<file path="src/rtl/sb_arb2.sv">
// Two-master round-robin arbiter in front of a single sb_ slave; one transaction in flight.
// Define SB_ARB_FIXED_PRIO_EN to replace round robin with fixed priority (m1 wins ties).
module sb_arb2 (
  input  logic        sb_clk,
  input  logic        sb_rst_n,
  // master 0 (instruction fetch)
  input  logic        m0_arvalid,
  input  logic [31:0] m0_araddr,
  output logic        m0_arready,
  output logic        m0_rvalid,
  output logic [31:0] m0_rdata,
  input  logic        m0_rready,
  input  logic        m0_wvalid,
  input  logic [31:0] m0_waddr,
  input  logic [31:0] m0_wdata,
  input  logic [3:0]  m0_wstrb,
  output logic        m0_wready,
  output logic        m0_bvalid,
  output logic        m0_bresp,
  input  logic        m0_bready,
  // master 1 (load/store)
  input  logic        m1_arvalid,
  input  logic [31:0] m1_araddr,
  output logic        m1_arready,
  output logic        m1_rvalid,
  output logic [31:0] m1_rdata,
  input  logic        m1_rready,
  input  logic        m1_wvalid,
  input  logic [31:0] m1_waddr,
  input  logic [31:0] m1_wdata,
  input  logic [3:0]  m1_wstrb,
  output logic        m1_wready,
  output logic        m1_bvalid,
  output logic        m1_bresp,
  input  logic        m1_bready,
  // slave
  output logic        s_arvalid,
  output logic [31:0] s_araddr,
  input  logic        s_arready,
  input  logic        s_rvalid,
  input  logic [31:0] s_rdata,
  output logic        s_rready,
  output logic        s_wvalid,
  output logic [31:0] s_waddr,
  output logic [31:0] s_wdata,
  output logic [3:0]  s_wstrb,
  input  logic        s_wready,
  input  logic        s_bvalid,
  input  logic        s_bresp,
  output logic        s_bready
);

  typedef enum logic [1:0] {IDLE, RD_WAIT, WR_WAIT} state_t;

  state_t state_reg, state_next;
  logic   owner_reg, owner_next;
  logic   last_grant;
  logic   winner;
  logic   rsp_done;

  logic [1:0]  arvalid_v, wvalid_v, rready_v, bready_v, req_v;
  logic [31:0] araddr_v [2];
  logic [31:0] waddr_v  [2];
  logic [31:0] wdata_v  [2];
  logic [3:0]  wstrb_v  [2];
  logic [1:0]  arready_v, wready_v, rvalid_v, bvalid_v, bresp_v;
  logic [31:0] rdata_v  [2];

  assign arvalid_v   = {m1_arvalid, m0_arvalid};
  assign wvalid_v    = {m1_wvalid, m0_wvalid};
  assign rready_v    = {m1_rready, m0_rready};
  assign bready_v    = {m1_bready, m0_bready};
  assign araddr_v[0] = m0_araddr;
  assign araddr_v[1] = m1_araddr;
  assign waddr_v[0]  = m0_waddr;
  assign waddr_v[1]  = m1_waddr;
  assign wdata_v[0]  = m0_wdata;
  assign wdata_v[1]  = m1_wdata;
  assign wstrb_v[0]  = m0_wstrb;
  assign wstrb_v[1]  = m1_wstrb;

  genvar gi;
  generate
    for (gi = 0; gi < 2; gi++) begin : g_master
      assign req_v[gi]   = arvalid_v[gi] | wvalid_v[gi];
      assign rdata_v[gi] = (state_reg == RD_WAIT && owner_reg == 1'(gi)) ? s_rdata : 32'd0;
      assign bresp_v[gi] = (state_reg == WR_WAIT && owner_reg == 1'(gi)) ? s_bresp : 1'b0;
    end
  endgenerate

  assign m0_arready = arready_v[0];
  assign m1_arready = arready_v[1];
  assign m0_wready  = wready_v[0];
  assign m1_wready  = wready_v[1];
  assign m0_rvalid  = rvalid_v[0];
  assign m1_rvalid  = rvalid_v[1];
  assign m0_rdata   = rdata_v[0];
  assign m1_rdata   = rdata_v[1];
  assign m0_bvalid  = bvalid_v[0];
  assign m1_bvalid  = bvalid_v[1];
  assign m0_bresp   = bresp_v[0];
  assign m1_bresp   = bresp_v[1];

  // Tie goes to the master that was not served last; with last_grant=0 m1 always wins.
  assign winner = req_v[1] & (~req_v[0] | ~last_grant);

  assign rsp_done = (state_reg == RD_WAIT && s_rvalid && rready_v[owner_reg]) ||
                    (state_reg == WR_WAIT && s_bvalid && bready_v[owner_reg]);

  always_comb begin
    state_next = state_reg;
    owner_next = owner_reg;
    s_arvalid  = 1'b0;
    s_araddr   = 32'd0;
    s_wvalid   = 1'b0;
    s_waddr    = 32'd0;
    s_wdata    = 32'd0;
    s_wstrb    = 4'd0;
    s_rready   = 1'b0;
    s_bready   = 1'b0;
    arready_v  = 2'b00;
    wready_v   = 2'b00;
    rvalid_v   = 2'b00;
    bvalid_v   = 2'b00;
    case (state_reg)
      IDLE: begin
        if (|req_v) begin
          s_arvalid = arvalid_v[winner];
          s_araddr  = araddr_v[winner];
          // A master presenting both read and write gets the read first.
          s_wvalid  = wvalid_v[winner] & ~arvalid_v[winner];
          s_waddr   = waddr_v[winner];
          s_wdata   = wdata_v[winner];
          s_wstrb   = wstrb_v[winner];
          arready_v[winner] = s_arready;
          wready_v[winner]  = s_wready & ~arvalid_v[winner];
          if (arvalid_v[winner] && s_arready) begin
            state_next = RD_WAIT;
            owner_next = winner;
          end else if (wvalid_v[winner] && s_wready) begin
            state_next = WR_WAIT;
            owner_next = winner;
          end
        end
      end
      RD_WAIT: begin
        rvalid_v[owner_reg] = s_rvalid;
        s_rready            = rready_v[owner_reg];
        if (rsp_done) state_next = IDLE;
      end
      WR_WAIT: begin
        bvalid_v[owner_reg] = s_bvalid;
        s_bready            = bready_v[owner_reg];
        if (rsp_done) state_next = IDLE;
      end
      default: state_next = IDLE;
    endcase
  end

  always_ff @(posedge sb_clk or negedge sb_rst_n) begin
    if (!sb_rst_n) begin
      state_reg <= IDLE;
      owner_reg <= 1'b0;
    end else begin
      state_reg <= state_next;
      owner_reg <= owner_next;
    end
  end

`ifdef SB_ARB_FIXED_PRIO_EN
  assign last_grant = 1'b0;
`else
  logic last_grant_reg;

  always_ff @(posedge sb_clk or negedge sb_rst_n) begin
    if (!sb_rst_n) begin
      last_grant_reg <= 1'b1;
    end else if (rsp_done) begin
      last_grant_reg <= owner_reg;
    end
  end

  assign last_grant = last_grant_reg;
`endif

endmodule

</file>
<file path="config.mk">
export PLATFORM = sky130hd
export DESIGN_NAME = sb_arb2
export DESIGN_NICKNAME = d
export VERILOG_FILES = /design/src/rtl/sb_arb2.sv
export SDC_FILE = /design/constraint.sdc
export NUM_CORES = 1
export LEC_CHECK = 0
export ABC_AREA = 1
export BUFFER_PORTS_ARGS = -buffer_cell sky130_fd_sc_hd__buf_2
export CORE_AREA = 2 2 167 169
export DETAILED_ROUTE_END_ITERATION = 6
export DIE_AREA = 0 0 169 171
export MAX_ROUTING_LAYER = met4
export PLACE_DENSITY_LB_ADDON = 0.25
export SKIP_LAST_GASP = 1
export SLEW_MARGIN = 20
export SYNTH_ARGS = -nofsm -noshare
export SYNTH_HDL_FRONTEND = slang
export SYNTH_SLANG_ARGS = --single-unit
</file>
<file path="constraint.sdc">
create_clock -name sb_clk -period 2.1 [get_ports sb_clk]
set_input_delay 0.315 -clock sb_clk [delete_from_list [all_inputs] [get_ports sb_clk]]
set_output_delay 0.315 -clock sb_clk [all_outputs]
set_load 0.005 [all_outputs]
</file>
== Word-level counts from Yosys, hierarchy flattened ==
Cells that the tools add are included.

* Bitwise operators: 15
* Reduce and logical (&&, ||, !) cells: 19
* Eq/ne operators: 5
* Muxes and demuxes: 55
* $lt $le $gt $ge: 5

{| class="wikitable"
|+ Operators with widths
! kind !! count
|-
| $mux 32 || 17
|-
| $mux 1 || 20
|-
| $mux 2 || 10
|-
| $mux 4 || 5
|-
| $logic_and 1x1->1 || 12
|-
| $and 2x2->2 || 4
|-
| $reduce_and 3->1 || 2
|-
| $lt 1x2->1 const B || 2
|-
| $not 1->1 || 4
|-
| $pmux 2 s2 || 1
|-
| $reduce_or 2->1 || 2
|-
| $and 1x1->1 || 3
|-
| $ne 3x3->1 const B || 1
|-
| $or 1x1->1 || 3
|-
| $demux 1 s1 || 2
|-
| $eq 2x1->1 const B || 1
|-
| $eq 2x2->1 const B || 1
|-
| $ge 1x1->1 const B || 2
|-
| $ge 2x2->1 const B || 1
|-
| $logic_not 2->1 || 1
|-
| $ne 2x1->1 const B || 1
|-
| $ne 2x2->1 const B || 1
|-
| $not 1->2 || 1
|-
| $reduce_bool 2->1 || 1
|-
| $logic_or 1x1->1 || 1
|}

* Output and inout bits: 178
* Logic and storage cells: 102
* Input port bits: 247
* Bits in registers: 4

== Logic depth before layout (Yosys ltp) ==
Gate-level depths: netlist (run 1).

* Depth in word-level cells: 11
* Gate-level depth with buffers: 9
* Depth with buffers taken out: 9

== Worst setup path before layout (run 1) ==
No wires, ideal clock.

* Kind: register to output
* From: register state_reg[0]
* To: output s_araddr[0]
* Data required time: 1785 ps
* Setup slack: 466 ps
* Cell stages (with the launch flop): 7
* Arrival time: 1319 ps
* Path buffers: 2
* Cell sequence: dfrtp_1 -> inv_1 -> ha_1 -> clkbuf_1 -> clkbuf_1 -> nand3_1 -> nand2_1

* Longest elaborated chain between the ends: 2

{| class="wikitable"
|+ Ends and longest elaborated chain
! item !! RTL line !! RTL
|-
| start, declared || 55 || <nowiki>state_t state_reg, state_next;</nowiki>
|-
| start signal, assigned || 165 || <nowiki>state_reg <= state_next;</nowiki>
|-
| $logic_not 2->1 || 125 || <nowiki>case (state_reg)</nowiki>
|-
| $mux 32 || 125 ||
|-
| end, declared || 38 || <nowiki>output logic [31:0] s_araddr,</nowiki>
|}

No other way between the ends.

== Worst setup path in the final report (run 1) ==
* From: register state_reg[1]
* To: output s_araddr[22]

The elaborated chain is that of the path after synthesis.

==> results of run 1 <==
final cells by class:
class,count,area [um^2]
repair buffers,464,2760
multi-input cells,422,2040
flip-flops and latches,4,101
clock buffers,4,78.8
well taps,346,433
fillers,3193,21700
inverters,49,189
diodes,1,2.50
where the power goes:
group          leakage (nW)  switching, mW  internal, mW  total, mW
sequential           0.0489         0.0358         0.120      0.156
clock                0.0382         0.0570         0.251      0.308
combinational          3.57           2.90          2.38       5.28
total                  3.65           2.99          2.75       5.74
worst min-delay path, delay by kind of cell:
kind / cells / cell delay (ns)
AND/OR/NAND/NOR: 2 / 0.19
AO/OA/AOI/OAI: 1 / 0.06
buffers and inverters: 1 / 0.09
layout by cell type (no fill, tap or decap), types with 2 or more instances in the layout:
cell / synthesis / layout
clkbuf_16: 0 / 9
ha_1: 3 / 2
inv_1: 47 / 44
buf_16: 0 / 3
inv_4: 0 / 2
nor3_1: 3 / 2
buf_2: 27 / 424
o21ai_1: 1 / 4
buf_12: 0 / 13
dfrtp_1: 3 / 3
buf_6: 1 / 3
nand2_2: 1 / 2
nand3_2: 1 / 18
nand3_1: 199 / 181
nand4_1: 2 / 2
o21ai_0: 5 / 2
nand2_1: 118 / 116
buf_4: 7 / 14
inv_2: 2 / 3
nor2_1: 84 / 84
metal layers:
metal	vias to the layer above	track usage	share of wire
met5	-	-	0
met4	0	0.0316	0.027
met1	2207	0.124	0.41
met3	22	0.0167	0.086
li1	2541	-	-
met2	316	0.188	0.48
through the flow:
stage               power (mW)  TNS, ns
floorplan                 2.46        0
global placement          4.70    -2.92
detailed placement        4.67    -4.74
CTS                       5.31  -0.0791
global route              6.30   -0.938
finish                    5.74        0
kinds of logic after synthesis:
| logic type | count (synthesis) | synth area share |
|---|---|---|
| AOI/OAI and AO/OA | 10 | 0.0236 |
| adders and majority gates | 3 | 0.0154 |
| DFF | 4 | 0.0415 |
| and+or+nand+nor | 409 | 0.738 |
| buffers and inverters | 100 | 0.181 |
what timing repair did:
item                                    in CTS  in global routing
resized for setup                            3                 36
gates cloned                                 1                  6
hold endpoints to repair                     3                  0
hold buffers                                 1                  0
pin swaps                                    1                 11
buffers inserted                             6                  6
endpoints found under the setup margin      77                102
worst max-delay path by stage:
stage | startpoint | to | slack (ns) | cells past startpoint
after floorplan | state_reg[0]$_DFFE_PN0P_ | s_araddr[0] | 0.47 | 6
after global placement | m1_wvalid | s_waddr[31] | -0.08 | 11
after detailed placement | m1_wvalid | s_araddr[10] | -0.09 | 11
after CTS | state_reg[1]$_DFFE_PN0P_ | s_araddr[18] | -0.03 | 9
after global routing | state_reg[1]$_DFFE_PN0P_ | s_waddr[11] | -0.04 | 6
final | state_reg[1]$_DFFE_PN0P_ | s_araddr[22] | 0.03 | 10
==> impl_metrics.py, run 1 <==
metrics = {
    "routing": {
        "drt_pass1_iterations": 4,
        "postRouteAntennaNets": 0,
        "drt_wl_total_mm": 17.9,
        "drt-initial-drc-count": 208,
        "drc": 0,
        "vias": 5086,
        "drt-vias-per-instance": 3.94,
        "detail_route.wl_per_cell_um": 13.9,
    },
    "synthesis": {
        "syn_area_mm2": 0.00244,
        "avgSynthCellArea_um2": 4.65,
        "yosysTopAreaCell": "nand3_1",
        "synthArstFlopShare": 1.00,
        "synth_fp_nets": 776,
        "yosys-top-cells-count": "nand3_1, nand2_1, nor2_1",
        "synth_top_area_frac": 0.408,
        "synth-edff-count": 0,
        "ys_top_cells_by_area": "nand3_1, nand2_1, nor2_1, inv_1, buf_2",
        "synth_flop_cell": "dfrtp_1",
        "yosysUniqueCellTypes": 23,
        "ys_warn_count": 0,
        "synth_seq_cells": 4,
        "synth_seq_area_share": 0.0415,
        "syn-instance-count": 526,
        "synth.most_common_cell": "nand3_1",
    },
    "timing": {
        "setup_viol": 0,
        "final.setup_skew_ns": 0.000227,
        "worst_slack_ns": 0.0329,
        "period_share": 0.984,
        "worst_pin_slew_ns": 0.443,
        "fmax_mhz": 484,
        "rsz0062_at_grt": "true",
        "hold_slack_ns": 0.443,
        "slew_viol_final": 0,
        "period_needed_ns": 2.07,
        "relSlewSlack": 0.705,
        "hold_viol_final": 0,
    },
    "critical_path": {
        "cp_slowest_cell": "dfrtp_1",
        "cp_max_fo": 7,
        "worst_ep_arrival_time_ns": 1.75,
        "end_kind": "primary output",
        "rrSetupSlack_ns": 0.59,
        "r2r-end": "owner_reg$_DFFE_PN0P_",
        "crit_required_ns": 1.78,
        "cpPeakStageDelay_ns": 0.39,
        "worstPathCellList": "inv_2, ha_4, inv_4, nor2_4, buf_12, buf_12, buf_4, nand3_1, nand2_1, buf_2",
        "path_class": "flop to primary output",
        "worst-path-buf-inv": 6,
        "critPathLaunchType": "flop",
        "reg2reg_depth": 8,
        "crit_top_cell": "buf_12",
        "critical_path.top_delay_family": "buffers and inverters",
        "rr_startpoint": "last_grant$_DFFE_PN1N_",
    },
    "layout": {
        "utilization": 0.205,
        "drive_gt1_frac": 0.528,
        "final_cells": 1290,
        "nNetsFinal": 1194,
        "largest_reg_flops": 2,
        "area_growth_syn_to_layout_pct": 129,
        "design_area_mm2": 0.00560,
    },
    "die": {
        "initial_core_util": 0.0894,
        "dieArea_mm2": 0.0289,
        "die_h_um": 171,
        "io_pins": 425,
        "fp-row-count": 61,
        "design.core.area_mm2": 0.0273,
        "die_w_um": 169,
    },
    "power": {
        "power_density_mw_per_mm2": 1030,
        "ir_worst_vdd_v": 0.000625,
        "p_leak_nw": 3.65,
    },
    "clocking": {
        "clock_sinks": 4,
        "clk_latency_ns": 0.22,
        "cts-root-buf": "clkbuf_16",
        "cts_buffer_depth": 2,
        "clk_pin_slew_ns": 0.03,
        "cts_buffers": 3,
        "cts_tree": "done",
        "htree_num_levels": 1,
    },
    "grt": {
        "grt_max_degree": 101,
        "first_global_vias": 4355,
        "track_usage": 0.106,
        "antenna_found_initial": 2,
        "overflow": 0,
        "grt_pass1_wl_mm": 23.3,
    },
    "worst_hold_path": {
        "min_to": "last_grant$_DFFE_PN1N_",
        "hold_path_class": "input pin to flop",
        "hold_depth": 4,
        "hp-start": "s_bvalid",
    },
    "placed_design": {
        "globalplace.congestion": 0.764,
        "place_ws_ns": -0.0891,
        "port_buffers": 424,
        "dp_hpwl_mm": 13.3,
        "dp.cells": 1267,
        "postPlaceCellArea_mm2": 0.00509,
    },
    "run": {
        "max_cap_violations": 0,
    },
    "run_status": {
        "status": "completed",
    },
}
No activity file was read; power rests on OpenSTA's default activity.
==> inputs of run 2 (changes only) <==
- RECOVER_POWER: unset -> 25
==> impl_metrics.py, run 2 (same netlist as run 1, synthesis figures left out) <==
metrics = {
    "layout": {
        "nNetsFinal": 1194,
        "area_growth_syn_to_layout_pct": 129,
        "regArea_um2": 101,
        "fill_cells": 3194,
        "design_area_mm2": 0.00560,
        "drive_gt1_frac": 0.526,
        "largest_reg_flops": 2,
        "layout_commonest_cell": "buf_2",
        "final_cell_mix": "buf_2, nand3_1, nand2_1, nor2_1, inv_1",
        "multi_input_area_mm2": 0.00204,
    },
    "routing": {
        "drt-initial-drc-count": 208,
        "drt_wl_total_mm": 17.9,
        "vias": 5073,
        "drt-vias-per-instance": 3.93,
        "detail_route.wl_per_cell_um": 13.9,
        "postRouteAntennaNets": 0,
        "drc": 0,
        "drt_pass1_iterations": 4,
    },
    "timing": {
        "worst_slack_ns": 0.0330,
        "setup_viol": 0,
        "period_needed_ns": 2.07,
        "hold_viol_final": 0,
        "slew_viol_final": 0,
        "worst_pin_slew_ns": 0.442,
        "fmax_mhz": 484,
        "final.setup_skew_ns": 0.0000564,
        "relSlewSlack": 0.705,
        "period_share": 0.984,
        "rsz0062_at_grt": "true",
    },
    "power": {
        "power_density_mw_per_mm2": 1020,
        "p_leak_nw": 3.65,
        "ir_worst_vdd_v": 0.000624,
        "p_total_mw": 5.74,
    },
    "grt": {
        "antenna_found_initial": 2,
        "grt_pass1_wl_mm": 23.3,
        "first_global_vias": 4355,
        "track_usage": 0.106,
        "overflow": 0,
        "grt_max_degree": 101,
    },
    "run": {
        "max_cap_violations": 0,
    },
    "run_status": {
        "status": "completed",
    },
    "die": {
        "die_w_um": 169,
        "initial_core_util": 0.0894,
        "dieArea_mm2": 0.0289,
        "die_h_um": 171,
        "fp-row-count": 61,
        "design.core.area_mm2": 0.0273,
        "io_pins": 425,
    },
    "critical_path": {
        "worstSetupStartpoint": "state_reg[1]$_DFFE_PN0P_",
        "cp_max_fo": 7,
        "r2r-end": "owner_reg$_DFFE_PN0P_",
        "end_kind": "primary output",
        "critPathLaunchType": "flop",
        "worst_ep_arrival_time_ns": 1.75,
        "crit_required_ns": 1.78,
        "rrSetupSlack_ns": 0.58,
        "path_class": "flop to primary output",
        "rr_startpoint": "last_grant$_DFFE_PN1N_",
        "cp-endpoint": "s_araddr[22]",
        "reg2reg_depth": 8,
    },
    "clocking": {
        "cts_buffer_depth": 2,
        "htree_num_levels": 1,
        "cts-root-buf": "clkbuf_16",
        "clock_sinks": 4,
        "clk_pin_slew_ns": 0.03,
        "clk_latency_ns": 0.22,
        "cts_buffers": 3,
        "cts_tree": "done",
    },
    "worst_hold_path": {
        "hold_path_class": "input pin to flop",
    },
    "placed_design": {
        "postPlaceCellArea_mm2": 0.00509,
        "dp_hpwl_mm": 13.3,
        "globalplace.congestion": 0.764,
        "port_buffers": 424,
        "place_ws_ns": -0.0891,
    },
}
## run 2: cell types whose count changed in the layout (fill, tap and decap cells not counted), sizes merged
cell    change
clkbuf      +2
buf         -2
## run 2: cell type report
class / instances / share of cell area
sequential: 4 / 0.0181
tap: 346 / 0.0773
antenna: 1 / 0.000447
inverter: 49 / 0.0337
multi-input combinational: 422 / 0.364
timing repair buffer: 464 / 0.493
clock buffer: 4 / 0.0141
## run 2: worst min path at each step
| stage | end | cells past startpoint | start | slack, ns |
|---|---|---|---|---|
| floorplan | owner_reg$_DFFE_PN0P_ | 0 | sb_rst_n | 0.02 |
| global placement | owner_reg$_DFFE_PN0P_ | 1 | sb_rst_n | 0.13 |
| detailed placement | owner_reg$_DFFE_PN0P_ | 1 | sb_rst_n | 0.13 |
| CTS | last_grant$_DFFE_PN1N_ | 4 | s_bvalid | 0.45 |
| global route | last_grant$_DFFE_PN1N_ | 4 | s_bvalid | 0.49 |
| finish | last_grant$_DFFE_PN1N_ | 4 | s_bvalid | 0.44 |
## run 2: metal layers
metal | vias to the layer above | GRT usage | wire [um]
li1 | 2541 | - | -
met1 | 2204 | 0.124 | 7290
met2 | 306 | 0.188 | 8610
met3 | 22 | 0.0167 | 1510
met4 | 0 | 0.0316 | 491
met5 | - | - | 0
## run 2: repair_timing
item | in CTS | in global routing
pin swaps | 1 | 11
setup endpoints to repair | 77 | 102
endpoints found under the hold margin | 3 | 0
buffers inserted | 6 | 6
resized for setup | 3 | 36
cloned | 1 | 6
hold buffers | 1 | 0
## run 2: report_power, final
group	total [mW]	leakage, nW	switching, mW	internal (mW)
sequential	0.155	0.0489	0.0356	0.120
clock	0.308	0.0382	0.0572	0.251
combinational	5.27	3.56	2.90	2.37
## run 2: metrics by stage
| step | TNS, ns | utilization | std cells | hold WS, ns |
|---|---|---|---|---|
| floorplan | 0 | - | 526 | 0.0194 |
| global placement | -2.92 | 0.186 | 1267 | 0.130 |
| detailed placement | -4.74 | 0.186 | 1267 | 0.133 |
| CTS | -0.0791 | 0.194 | 1279 | 0.454 |
| global route | -0.938 | 0.205 | 1290 | 0.491 |
| finish | 0 | 0.205 | 1290 | 0.444 |
## run 2: critical path: stages, from the launching register on
cell and delay, ns:
dfrtp_1 0.39, inv_2 0.09, ha_4 0.17, inv_4 0.05
nor2_4 0.13, buf_12 0.13, buf_12 0.14, buf_4 0.13
nand3_1 0.06, nand2_1 0.09, buf_2 0.13
